<file path="src/rtl/spi_slave.sv">
// SPI mode-0 responder core: oversamples SCK/CS/MOSI in the clk domain and
// exchanges MSB-first bytes through a one-entry tx holding register.
module spi_slave #(
    parameter int unsigned SYNC_STAGES = 2,
    parameter logic [7:0]  IDLE_BYTE   = 8'h00
) (
    input  logic       clk,
    input  logic       rstn,
    input  logic       SPI_CLK,
    input  logic       SPI_CS,
    input  logic       SPI_MOSI,
    output logic       SPI_MISO,
    input  logic [7:0] tx_data,
    input  logic       tx_valid,
    output logic       tx_ready,
    output logic [7:0] rx_data,
    output logic       rx_valid,
    output logic       busy,
    output logic       underrun,
    input  logic       flag_clr
);

    typedef enum logic {IDLE, ACTIVE} state_t;

    state_t                 state;
    logic [SYNC_STAGES-1:0] sck_sync, cs_sync, mosi_sync;
    logic                   sck_d, cs_d;
    logic                   sck_s, cs_s, mosi_s;
    logic                   sck_rise, sck_fall, cs_rise, cs_fall;
    logic                   hold_valid;
    logic [7:0]             hold_data, tx_shift, rx_shift, load_byte;
    logic [2:0]             bit_cnt;
    logic                   done;
    logic                   load_now;

    // CS synchroniser resets high so a deselected bus never looks like a CS fall.
    always_ff @(posedge clk or negedge rstn) begin
        if (!rstn) begin
            sck_sync  <= '0;
            cs_sync   <= '1;
            mosi_sync <= '0;
            sck_d     <= 1'b0;
            cs_d      <= 1'b1;
        end else begin
            sck_sync  <= {sck_sync[SYNC_STAGES-2:0], SPI_CLK};
            cs_sync   <= {cs_sync[SYNC_STAGES-2:0], SPI_CS};
            mosi_sync <= {mosi_sync[SYNC_STAGES-2:0], SPI_MOSI};
            sck_d     <= sck_s;
            cs_d      <= cs_s;
        end
    end

    assign sck_s    = sck_sync[SYNC_STAGES-1];
    assign cs_s     = cs_sync[SYNC_STAGES-1];
    assign mosi_s   = mosi_sync[SYNC_STAGES-1];
    assign sck_rise = sck_s & ~sck_d;
    assign sck_fall = ~sck_s & sck_d;
    assign cs_rise  = cs_s & ~cs_d;
    assign cs_fall  = ~cs_s & cs_d;

    assign tx_ready  = ~hold_valid;
    assign busy      = (state == ACTIVE);
    assign load_byte = hold_valid ? hold_data : IDLE_BYTE;
    assign load_now  = ((state == IDLE) && cs_fall) ||
                       ((state == ACTIVE) && sck_fall && done && !cs_rise);

    always_ff @(posedge clk or negedge rstn) begin
        if (!rstn) begin
            state      <= IDLE;
            SPI_MISO   <= 1'b0;
            rx_data    <= '0;
            rx_valid   <= 1'b0;
            underrun   <= 1'b0;
            hold_valid <= 1'b0;
            hold_data  <= '0;
            tx_shift   <= '0;
            rx_shift   <= '0;
            bit_cnt    <= '0;
            done       <= 1'b0;
        end else begin
            rx_valid <= 1'b0;
            underrun <= (underrun & ~flag_clr) | (load_now & ~hold_valid);

            case (state)
                IDLE: begin
                    if (cs_fall) begin
                        state   <= ACTIVE;
                        bit_cnt <= '0;
                        done    <= 1'b0;
                    end
                end
                ACTIVE: begin
                    if (sck_rise) begin
                        rx_shift <= {rx_shift[6:0], mosi_s};
                        bit_cnt  <= bit_cnt + 3'd1;
                        if (bit_cnt == 3'd7) begin
                            rx_data  <= {rx_shift[6:0], mosi_s};
                            rx_valid <= 1'b1;
                            done     <= 1'b1;
                        end
                    end
                    if (sck_fall && done) begin
                        done <= 1'b0;
                    end else if (sck_fall && bit_cnt != 3'd0) begin
                        tx_shift <= {tx_shift[6:0], 1'b0};
                        SPI_MISO <= tx_shift[6];
                    end
                    // A completing byte still pulses rx_valid if CS rises on the same cycle.
                    if (cs_rise) begin
                        state    <= IDLE;
                        bit_cnt  <= '0;
                        done     <= 1'b0;
                        tx_shift <= '0;
                        rx_shift <= '0;
                        SPI_MISO <= 1'b0;
                    end
                end
                default: state <= IDLE;
            endcase

            if (load_now) begin
                tx_shift   <= load_byte;
                SPI_MISO   <= load_byte[7];
                hold_valid <= 1'b0;
            end
            // Accept after load so a same-cycle write lands in hold for the next frame.
            if (tx_valid && !hold_valid) begin
                hold_data  <= tx_data;
                hold_valid <= 1'b1;
            end
        end
    end

endmodule
</file>
<file path="config.mk">
export PLATFORM = sky130hd
export DESIGN_NAME = spi_slave
export DESIGN_NICKNAME = d
export VERILOG_FILES = /design/src/rtl/spi_slave.sv
export SDC_FILE = /design/constraint.sdc
export NUM_CORES = 1
export LEC_CHECK = 0
export CAP_MARGIN = 40
export CORE_ASPECT_RATIO = 0.8
export CORE_MARGIN = 2
export CORE_UTILIZATION = 56
export DETAILED_ROUTE_END_ITERATION = 10
export PLACE_DENSITY = 0.82
export SYNTH_ARGS = -nofsm -noshare
export SYNTH_HDL_FRONTEND = slang
export SYNTH_SLANG_ARGS = --single-unit
</file>
<file path="constraint.sdc">
create_clock -name clk -period 4.86 [get_ports clk]
set_clock_uncertainty 0.15 [all_clocks]
set_input_delay 0.729 -clock clk [delete_from_list [all_inputs] [get_ports clk]]
set_output_delay 0.729 -clock clk [all_outputs]
set_load 0.005 [all_outputs]
</file>
==> summary.md <==
| Metric | Value |
|---|---|
| Worst endpoint required time | between 3 and 4 ns |
| CTS Buf Count | 5 |
| Slew HR | 52.6% |
| Total grt overflow | 0 |
| Final non-filler cell total | 210 |
| Layout cells sized above 1 | 17.6% |
| Total GRT Usage | between 20% and 30% |
| Via count | 1,166 |
| R2R Setup Slk | 2.98 ns |
| Tightest Hold Check Type | register to register |
| Worst endpoint data arrival time | about 1.5 ns |
| Hold Fails Final Rpt | 0 |
| R2r startpoint | cs_d |
| CTS clk-pin slew, worst paths | approximately 0.08 ns |
| # Post-CTS Setup Buffers | 0 |
| Post-Syn Area | 0.00186 mm2 |
| Clock Tree Buf Depth | 2 |
| Number of synthesized flops with an enable pin | 0 |
| Total negative setup slack | 0 ns |
| Yosys reg bits | 47 |
| Clock power frac | 29.2% |
| Dominant cells by area after synthesis | dfrtp_1, mux2_2, dfstp_2 |
| Hold_buf cts | 0 |
| Antenna Cells | 0 |
| CP Launch Type | register |
| Fin crit share | 48.5% |
| Tightest Pin Transition | 0.709 ns |
| Final Util | between 70% and 80% |
| Power Dens Cells | between 400 and 500 mW/mm2 |
| FF-to-FF End | tx_shift[5] |
| CP Capture Type | output pin |
| Min-delay src | sck_sync[0] |
| Total Wirelength | 3330 um |
| Max frequency | 424 MHz |
| Max cap viols | 0 |
| I/O pins | 28 |
| Max-slew violations | 0 |
| Share of the synthesized area in the top cell type | 59.3% |
| Initial antenna violation count | 0 |
| Tot Pwr | roughly 0.95 mW |
| Final min period | between 2 and 2.5 ns |
| Gate Count Post-Synth | 139 |
| GP Congestion | 0.780 |
| Fin area | 0.00227 mm2 |
| Worst setup path category | register to output pin |
| WHS Endpoint | sck_sync[1] |
| Synth top cells by count | dfrtp_1, mux2_2, a22o_1, inv_1, nor2_1 |
| Crit-path slowest cell | dfrtp_1 |
| CP max FO | 10 |
| Final setup vio count | 0 |
| CTS sink count | 47 |
| Die span in x | roughly 68 um |
| Core area | 0.00313 mm2 |
| Mean Syn Cell Area | 13.4 um2 |
| Drt via density | 5.55 |
| Leading area contributor after synthesis | dfrtp_1 |
| Clock Latency Late Sink | 0.30 ns |
| First-pass GRT wire length | 5530 um |
| Crit path buf inv count | 2 |
| Residual DRC | 0 |
| Die height | 55.5 um |
| Worst stage delay on the critical path | 0.51 ns |
| Most used flip-flop cell after synthesis | dfrtp_1 |
| WHS | 0.205 ns |
| Net switching power | 0.243 mW |
| Power Internal | between 0.7 and 0.8 mW |
| Maximum VDD drop | 0.000318 V |
| Synth cell types | 33 |
| Largest net degree at the start of global routing | 28 |
| Setup WS post-layout | 2.50 ns |
| PortBufs | 27 |
| Hold depth | 0 |
| Pre-CTS WS | 2.41 ns |
| CTS resizes | 0 |
| Leakage power | between 1 and 1.5 nW |
| Drt initial violations | 63 |
| CTS tree | done |
| Sw Share | 25.7% |
| Placed Cells | a little over 200 |
| Syn Nets | between 150 and 200 |
| Yosys warnings | 0 |
| Final net count | between 150 and 200 |
| Core Rows | 18 |
| Status | finished clean |
| Path depth of the worst reg2reg path | 4 |
| Area Overhead vs Synth | 22.1% |
| Sequential share of power | between 50% and 60% |
| Number of global-route vias before repair | 1,170 |
| Unrepaired setup endpoints after global routing | false |
| Initial Util | between 50% and 60% |
| Fillers | about 200 |
| Count leader, synth | dfrtp_1 |
| Crit-path cells | inv_1 -> clkdlybuf4s50_1 |
| Seq/Total Area, Yosys | 63.5% |
| Die area | between 0.003 and 0.004 mm2 |
| Area after DPL | 0.00216 mm2 |
| CTS Root Cell | clkbuf_8 |
| 1st-pass router iterations | 4 |
| DP HPWL | 2360 um |
| FFs w/ async S/R, synth | 100% |
| Antenna viol nets, final | 0 |
| Htree depth | 2 |
| Top delay family on crit path | buffers and inverters |
| Routed wire per std cell | 15.8 um |
| Logic pwr share | 16.4% |
## flip-flops by register name (all words and copies together), names as in the netlist, 2 cells and up
register,flops
hold_data,8
cs_sync,2
bit_cnt,3
mosi_sync,2
rx_data,8
tx_shift,7
sck_sync,2
rx_shift,7
## power groups by stage
stage                     Sequential [mW]  Combinational, mW  Clock (mW)
after floorplan                     0.498              0.112           0
after global placement              0.518              0.143           0
after detailed placement            0.521              0.155           0
after CTS                           0.514              0.156       0.284
after global routing                0.524              0.172       0.297
final                               0.515              0.155       0.276
## routing by layer
layer | vias up | share of wire (%) | GRT usage (%) | wire, um
met5 | - | 0 | 0 | 0
met4 | 0 | 1.5 | 11.1 | 49
met3 | 8 | 5.3 | 5.50 | 176
met2 | 28 | 46 | 28.3 | 1530
met1 | 564 | 47 | 28.7 | 1570
li1 | 566 | - | - | -
## worst max path at each step
stage	slack (ns)	start	endpoint	cells past startpoint
after floorplan	3.09	tx_valid	hold_data[0]	3
after global placement	2.48	tx_valid	hold_data[2]	3
after detailed placement	2.41	tx_valid	hold_data[6]	3
after CTS	2.52	hold_valid	tx_ready	2
after global routing	2.47	hold_valid	tx_ready	2
final	2.50	hold_valid	tx_ready	2
## layout by cell type (no fill, tap or decap), types with 2 or more instances in the layout
master	count
nand2_1	3
a22o_1	9
clkbuf_1	2
mux2_1	2
o21ai_0	2
inv_1	9
dfstp_2	3
a32oi_1	7
mux2_2	15
nor2_1	9
dfrtp_1	44
a21oi_1	8
clkbuf_8	5
nor2b_1	2
o21ai_1	3
clkdlybuf4s50_1	26
ha_1	3
## kinds of logic after synthesis
kind of cell | count (synthesis) | share of synthesized area [%]
and+or+nand+nor | 23 | 6.80
adders and majority gates | 3 | 2.02
AOI/OAI and AO/OA | 35 | 13.9
muxes | 17 | 10.3
DFF | 47 | 63.5
buffers and inverters | 14 | 3.50
## cell type report
| cell class | count | area (um2) | area share (%) |
|---|---|---|---|
| Timing Repair Buffer | 28 | 285 | 12.6 |
| Clock buffer | 7 | 76.3 | 3.36 |
| Multi-Input combinational cell | 78 | 613 | 27.0 |
| Tap cell | 40 | 50.0 | 2.21 |
| Clock inverter | 1 | 30.0 | 1.32 |
| Inverter | 9 | 33.8 | 1.49 |
| Sequential cell | 47 | 1180 | 52.0 |
No activity file was read; power rests on OpenSTA's default activity.
